File: config.mk
export PLATFORM = sky130hd
export DESIGN_NAME = mul16_seq
export DESIGN_NICKNAME = d
export VERILOG_FILES = /design/src/rtl/mul16_seq.sv
export SDC_FILE = /design/constraint.sdc
export NUM_CORES = 1
export LEC_CHECK = 0
export CAP_MARGIN = 0
export CORE_ASPECT_RATIO = 1.75
export CORE_MARGIN = 3
export CORE_UTILIZATION = 54
export DETAILED_ROUTE_END_ITERATION = 8
export PLACE_DENSITY = 0.8
export SLEW_MARGIN = 25
export SYNTH_ARGS = -nofsm -noshare
export SYNTH_HDL_FRONTEND = slang
export SYNTH_SLANG_ARGS = --single-unit
File: constraint.sdc
create_clock -name clk -period 3.3 [get_ports clk]
set_clock_uncertainty 0.05 [all_clocks]
set_input_delay 0.66 -clock clk [delete_from_list [all_inputs] [get_ports clk]]
set_output_delay 0.66 -clock clk [all_outputs]
set_load 0.005 [all_outputs]
File: src/rtl/mul16_seq.sv
// mul16_seq: sequential 16-bit shift-and-add multiplier.
// Produces the low 16 bits of a*b using one 16-bit adder stepped once per cycle.
// Handshake: start (accepted only while busy=0), busy during RUN, one-cycle done pulse.
// Optional macro MUL16_EARLY_EXIT_EN: leave RUN as soon as the remaining multiplier is zero.
module mul16_seq (
    input  logic        clk,
    input  logic        reset,
    input  logic        start,
    input  logic [15:0] a,
    input  logic [15:0] b,
    output logic        busy,
    output logic        done,
    output logic [15:0] out
);

    typedef enum logic [1:0] {
        StIdle = 2'd0,
        StRun  = 2'd1,
        StDone = 2'd2
    } state_e;

    state_e      state_q, state_d;
    logic [15:0] mcand_q, mcand_d;
    logic [15:0] mplier_q, mplier_d;
    logic [15:0] acc_q, acc_d;
    logic [3:0]  cnt_q, cnt_d;
    logic [15:0] out_q, out_d;
    logic        busy_q, busy_d;
    logic        done_q, done_d;

    logic [15:0] addend;
    logic [15:0] add_sum;
    logic        run_last;

    // add16 datapath: acc + (mplier[0] ? mcand : 0); the carry out of bit 15 is dropped.
    always_comb begin
        addend  = mplier_q[0] ? mcand_q : 16'h0000;
        add_sum = acc_q + addend;
    end

    // Decide whether the current RUN edge is the final one.
    always_comb begin
`ifdef MUL16_EARLY_EXIT_EN
        // Nothing left to add once the shifted multiplier becomes zero.
        run_last = (cnt_q == 4'd15) || (mplier_q[15:1] == 15'd0);
`else
        run_last = (cnt_q == 4'd15);
`endif
    end

    // Next-state and datapath updates; busy/done are derived from the next state so they
    // come straight out of flops.
    always_comb begin
        state_d  = state_q;
        mcand_d  = mcand_q;
        mplier_d = mplier_q;
        acc_d    = acc_q;
        cnt_d    = cnt_q;
        out_d    = out_q;

        unique case (state_q)
            StIdle, StDone: begin
                if (start) begin
                    mcand_d  = a;
                    mplier_d = b;
                    acc_d    = 16'h0000;
                    cnt_d    = 4'd0;
                    state_d  = StRun;
                end else begin
                    state_d  = StIdle;
                end
            end
            StRun: begin
                acc_d    = add_sum;
                mcand_d  = {mcand_q[14:0], 1'b0};
                mplier_d = {1'b0, mplier_q[15:1]};
                cnt_d    = cnt_q + 4'd1;
                if (run_last) begin
                    out_d   = add_sum;
                    state_d = StDone;
                end
            end
            default: begin
                state_d = StIdle;
            end
        endcase

        busy_d = (state_d == StRun);
        done_d = (state_d == StDone);
    end

    // State register with synchronous active-high reset.
    always_ff @(posedge clk) begin
        if (reset) begin
            state_q  <= StIdle;
            mcand_q  <= 16'h0000;
            mplier_q <= 16'h0000;
            acc_q    <= 16'h0000;
            cnt_q    <= 4'd0;
            out_q    <= 16'h0000;
            busy_q   <= 1'b0;
            done_q   <= 1'b0;
        end else begin
            state_q  <= state_d;
            mcand_q  <= mcand_d;
            mplier_q <= mplier_d;
            acc_q    <= acc_d;
            cnt_q    <= cnt_d;
            out_q    <= out_d;
            busy_q   <= busy_d;
            done_q   <= done_d;
        end
    end

    assign busy = busy_q;
    assign done = done_q;
    assign out  = out_q;

endmodule

==> results of run 1 <==
==> state kept, by name, indices dropped and copies added, names as in the netlist <==
name	flops
acc_q	16
mcand_q	16
mplier_q	16
out	16
cnt_q	4
state_q	2
busy	1
done	1
==> power by group <==
part	total [mW]	internal, mW	leakage, nW	switching [mW]
combinational	0.184	0.0808	0.967	0.103
sequential	0.924	0.901	0.586	0.0229
clock	0.646	0.311	0.0951	0.335
==> cells by family after synthesis <==
kind of cell    synth area share
compound gates            0.2705
simple gates              0.1904
flops                     0.4100
buf+inv                  0.03310
fa+ha+maj                0.06263
xor+xnor                 0.02740
mux                     0.006050
==> layer usage <==
metal,vias up,track usage,wire length (microns)
met5,-,0,0
met4,0,0.1369,311
met3,18,0.03376,315
met2,68,0.4463,4775
met1,1526,0.2604,3448
li1,1586,-,-
==> how the worst max path moves through the flow <==
stage                                            to  slack (ps)  cells after the start
after floorplan              acc_q[10]$_SDFFE_PP0P_         670                     10
after global placement    mplier_q[14]$_SDFFE_PP0P_         530                      6
after detailed placement     acc_q[10]$_SDFFE_PP0P_         540                      9
after CTS                    acc_q[10]$_SDFFE_PP0P_         530                      9
after global routing         acc_q[10]$_SDFFE_PP0P_         350                      9
final                        acc_q[10]$_SDFFE_PP0P_         540                      9
==> cell usage after synthesis (2+ instances only) <==
cell       n
xnor2_1    6
and3_1     2
nand2_1   60
o211ai_1   4
a21o_1     5
nand3_1    7
and2_1    16
nand2b_1   2
nor3_1     5
xor2_1     5
o21ai_0   13
o21a_1     2
ha_1      16
a32o_1     4
a21oi_1   56
dfxtp_1   72
nor4b_1    2
a22o_1     6
a21oi_2    2
buf_1      2
nor2_1    27
inv_1      4
nand4_1    5
a22oi_1   39
a31oi_1    2
nor2b_1    4
clkbuf_1  25
==> per-stage QoR <==
step | hold WS, ps | cells | area, sq um | util
2_1_floorplan | 386.4 | 416 | 3516 | -
3_3_place_gp | 391.9 | 526 | 4075 | 0.6493
3_5_place_dp | 398.5 | 526 | 4080 | 0.6501
4_1_cts | 408.5 | 542 | 4263 | 0.6792
5_1_grt | 428.1 | 542 | 4263 | 0.6792
6_report | 407.1 | 542 | 4263 | 0.6792
==> worst max-delay path, stage by stage (launching register included) <==
cell and delay [ps]:
dfxtp_1 440, and2_1 210, ha_1 220, fa_1 420, a21oi_1 190, nand4b_4 190, a21oi_2 80, o31a_1 310
or3_1 310, a32o_1 260
==> cell type report <==
| class | count | area share |
|---|---|---|
| Multi-Input combinational cell | 313 | 0.4623 |
| Clock inverter | 5 | 0.007338 |
| Sequential cell | 72 | 0.3381 |
| Inverter | 4 | 0.003522 |
| Clock buffer | 11 | 0.03552 |
| Timing Repair Buffer | 57 | 0.1297 |
| Tap cell | 80 | 0.02348 |
==> impl_metrics.json, run 1 <==
{
  "die_y_microns": 112.7,
  "final_common_cell": "dfxtp_1",
  "num-nets-final": 509,
  "worst-r2r-setup-slack_ps": 540,
  "clock_latency_ps": 360,
  "timing.rr.start": "mplier_q[0]$_SDFFE_PP0P_",
  "ys_seq_area_frac": 0.4100,
  "hold_path_startpoint": "out[4]$_SDFFE_PP0P_",
  "dr.pass1.iters": 4,
  "rows": 38,
  "coreArea_sq_um": 6276,
  "numCtsBuffers": 9,
  "viasPerCell": 5.900,
  "io_buffers": 52,
  "area_growth_pct": 21.25,
  "multi_input_area_sq_um": 1971,
  "crit_path_start_kind": "flop",
  "insertedDiodeCount": 0,
  "cts_hold_buffers": 0,
  "rsz0062_at_grt": "false",
  "cts_resized": 0,
  "required_ps": 3510,
  "synth_edf_count": 0,
  "place_ws_ps": 544.1,
  "start_util": 0.5602,
  "arrival_ps": 2970,
  "hold_viol": 0,
  "worstMarginPinSlew_ps": 770.5,
  "reg2reg_depth": 9,
  "layout_common_cells": "dfxtp_1 (72), nand2_1 (60), a21oi_1 (56)",
  "syn_nets": 468,
  "avgRoutedWirePerCell_microns": 16.33,
  "cts-root-buf": "clkbuf_8",
  "cp-startpoint": "mplier_q[0]$_SDFFE_PP0P_",
  "ir_drop_uv": 365.1,
  "hold_depth": 2,
  "num_io_pins": 53,
  "clk_pin_slew_ps": 80,
  "max-cap-violations": 0,
  "clock.fmax_mhz": 361.8,
  "grt_pass1_vias": 3140,
  "yosysUniqueCellTypes": 50,
  "fin_crit_sh": 0.8375,
  "p_total_mw": 1.753,
  "syn_area_per_cell_sq_um": 8.452,
  "status": "complete, no violations",
  "finalSetupViolations": 0,
  "drive_above_1_share": 0.07792,
  "grt_max_degree": 42,
  "synth.area.top_cells": "dfxtp_1 (41%), a22oi_1 (8.3%), a21oi_1 (8.0%), nand2_1 (6.4%), ha_1 (5.7%)",
  "crit_type": "reg2reg",
  "die_area_sq_um": 7553,
  "fp.dieW_microns": 67.00,
  "place_congestion": 0.9476,
  "end_kind": "flop",
  "clock-sinks": 72,
  "ys_ff_latch": 72,
  "crit_path_max_fanout": 17,
  "clk_path_buf_depth": 2,
  "antenna_found_initial": 0,
  "yosys.area.top_type_share": 0.4100,
  "synth_top_area_cell": "dfxtp_1",
  "drt_iter0_drc": 206,
  "regArea_sq_um": 1441,
  "grt_usage": 0.2454,
  "grt-ovfl-total": 0,
  "fin_setup_tns_ps": 0,
  "dpl.hpwl_microns": 6287,
  "grt_pass1_wl_microns": 14150,
  "r2r_end": "acc_q[10]$_SDFFE_PP0P_",
  "worst_hold_path.endpoint": "out[4]$_SDFFE_PP0P_",
  "yosys_warnings": 0,
  "post-route-drc-count": 0,
  "syn_area_sq_um": 3516,
  "synth_flop_cell": "dfxtp_1",
  "antenna_left": 0,
  "cts_tree": "yes",
  "async_reset_ff_frac": 0,
  "slew_violations": 0,
  "synthCells": 416,
  "routed_wirelength_microns": 8849,
  "vias": 3198,
  "min_period_ps": 2764,
  "fillers": 565,
  "cts_setup_buffers": 0,
  "worst_slack_ps": 536.4,
  "cellLeakagePower_nw": 1.648,
  "slew_headroom": 0.4845,
  "p_per_area_nw_per_um2": 411.2,
  "hp-class": "reg2reg",
  "htreeDepth": 3
}
No activity file was read; power rests on OpenSTA's default activity.
==> run 2, diff against run 1 <==
==> constraint.sdc (replaced) <==
create_clock -name clk -period 2.56 [get_ports clk]
set_clock_uncertainty 0.05 [all_clocks]
set_input_delay 0.512 -clock clk [delete_from_list [all_inputs] [get_ports clk]]
set_output_delay 0.512 -clock clk [all_outputs]
set_load 0.005 [all_outputs]
==> run 2 against run 1 <==
Effect of this change: cell count increased by 2.4%; power is 34% higher; sequential cell count stayed put; register-to-register slack worse by 440 ps; largest power group unchanged; critical path depth up 1; combinational power up 40%; routed wire length is 5.5% higher; critical endpoint is now acc_q[15]$_SDFFE_PP0P_.
==> impl_metrics.json, run 2 (synthesis results as in run 1) <==
{
  "status": "complete, no violations",
  "layout_common_cells": "dfxtp_1 (71), nand2_1 (60), a21oi_1 (52)",
  "avgRoutedWirePerCell_microns": 16.82,
  "final_common_cell": "dfxtp_1",
  "grt-ovfl-total": 0,
  "drive_above_1_share": 0.1242,
  "slew_violations": 0,
  "antenna_left": 0,
  "antenna_found_initial": 0,
  "placed_cells": 540,
  "post-route-drc-count": 0,
  "hold_slack_ps": 406.5,
  "ir_drop_uv": 416.3,
  "dr.pass1.iters": 4,
  "required_ps": 2810,
  "end_kind": "flop",
  "clk_pin_slew_ps": 70,
  "clk_path_buf_depth": 2,
  "arrival_ps": 2710,
  "slew_headroom": 0.5952,
  "cp_slowest_stage_delay_ps": 340,
  "grt_usage": 0.2649,
  "cts_hold_buffers": 0,
  "insertedDiodeCount": 0,
  "die_y_microns": 112.7,
  "finalSetupViolations": 0,
  "instances_no_fill": 555,
  "crit_chain": "buf_4 > and2_1 > ha_1 > buf_4 > o211ai_1 > nand2_1 > and3_1 > a211oi_2 > xor2_1 > a22o_1",
  "min_period_ps": 2463,
  "hold_path_startpoint": "out[8]$_SDFFE_PP0P_",
  "rsz0062_at_grt": "false",
  "grt_pass1_wl_microns": 15090,
  "critPathBufInv": 2,
  "grt_max_degree": 35,
  "htreeDepth": 3,
  "cts-root-buf": "clkbuf_8",
  "crit_type": "reg2reg",
  "num-nets-final": 524,
  "cts_tree": "yes",
  "numCtsBuffers": 9,
  "clock_latency_ps": 350,
  "reg2reg_depth": 10,
  "start_util": 0.5602,
  "crit_path_start_kind": "flop",
  "r2r_end": "acc_q[15]$_SDFFE_PP0P_",
  "cp-startpoint": "mplier_q[0]$_SDFFE_PP0P_",
  "grt_pass1_vias": 3250,
  "rows": 38,
  "dpl.hpwl_microns": 7069,
  "p_per_area_nw_per_um2": 526.1,
  "cpMostUsedCell": "buf_4",
  "num_io_pins": 53,
  "cellLeakagePower_nw": 1.725,
  "place_congestion": 0.9393,
  "clock-sinks": 72,
  "fin_crit_sh": 0.9621,
  "path_depth": 10,
  "coreArea_sq_um": 6276,
  "worstMarginPinSlew_ps": 606.5,
  "area_growth_pct": 26.80,
  "drt_iter0_drc": 192,
  "cp_slowest_cell": "dfxtp_2",
  "hold_depth": 2,
  "fin_setup_tns_ps": 0,
  "worst-r2r-setup-slack_ps": 100,
  "io_buffers": 52,
  "clock.fmax_mhz": 406.0,
  "timing.rr.start": "mplier_q[0]$_SDFFE_PP0P_",
  "cpLargestDelayFamily": "compound AO/OA/AOI/OAI gates",
  "routed_wirelength_microns": 9334,
  "crit_path_max_fanout": 12,
  "max-cap-violations": 0,
  "viasPerCell": 5.914,
  "endpoint": "acc_q[15]$_SDFFE_PP0P_",
  "hp-class": "reg2reg",
  "hold_viol": 0,
  "vias": 3282,
  "die_area_sq_um": 7553,
  "fp.dieW_microns": 67.00
}
run 2: changes by cell type in the layout (fill, tap and decap cells not counted), sizes merged:
cell    before  now
clkinv       4    1
buf          6   21
bufinv       0    1
run 2: cell type report:
type	count	area (sq um)
repair buffers	72	690.7
clock buffers	11	151.4
clock inverters	3	42.54
fillers	535	1818
flip-flops and latches	72	1443
well taps	80	100.1
inverters	4	15.01
multi-input cells	313	2016
run 2: report_power, final:
part           total (mW)  switching (mW)  internal (mW)
Sequential           1.19          0.0274           1.16
Clock               0.900           0.409          0.491
Combinational       0.257           0.137          0.120
run 2: what timing repair did:
action,in CTS,in global routing
buffers inserted,0,1
resized for setup,0,12
setup endpoints to repair,0,9
run 2: worst min-delay path by stage:
stage,to,slack (ps)
6_report,out[8]$_SDFFE_PP0P_,410
5_1_grt,mcand_q[15]$_SDFFE_PP0P_,430
4_1_cts,out[0]$_SDFFE_PP0P_,410
3_5_place_dp,out[0]$_SDFFE_PP0P_,400
3_3_place_gp,out[11]$_SDFFE_PP0P_,390
2_1_floorplan,mcand_q[15]$_SDFFE_PP0P_,390
run 2: layer usage:
metal / vias to the layer above / share of wire / global-route usage
met5: - / 0 / 0
met4: 0 / 0.072 / 0.2033
met3: 41 / 0.037 / 0.04965
met2: 95 / 0.53 / 0.4728
met1: 1532 / 0.36 / 0.2552
li1: 1614 / - / -
run 2: worst min-delay path, stage by stage (launching register included):
cell	delay (ps)
dfxtp_1	310
nand2_1	50
a21oi_1	50
run 2: stage by stage:
step	cell area [sq um]	setup WS, ps	power, mW	util
after floorplan	3522	8.682	1.349	-
after global placement	4212	85.51	1.464	0.6711
after detailed placement	4212	50.52	1.470	0.6711
after CTS	4405	31.88	2.358	0.7020
after global routing	4458	0.3482	2.433	0.7103
final	4458	97.13	2.346	0.7103
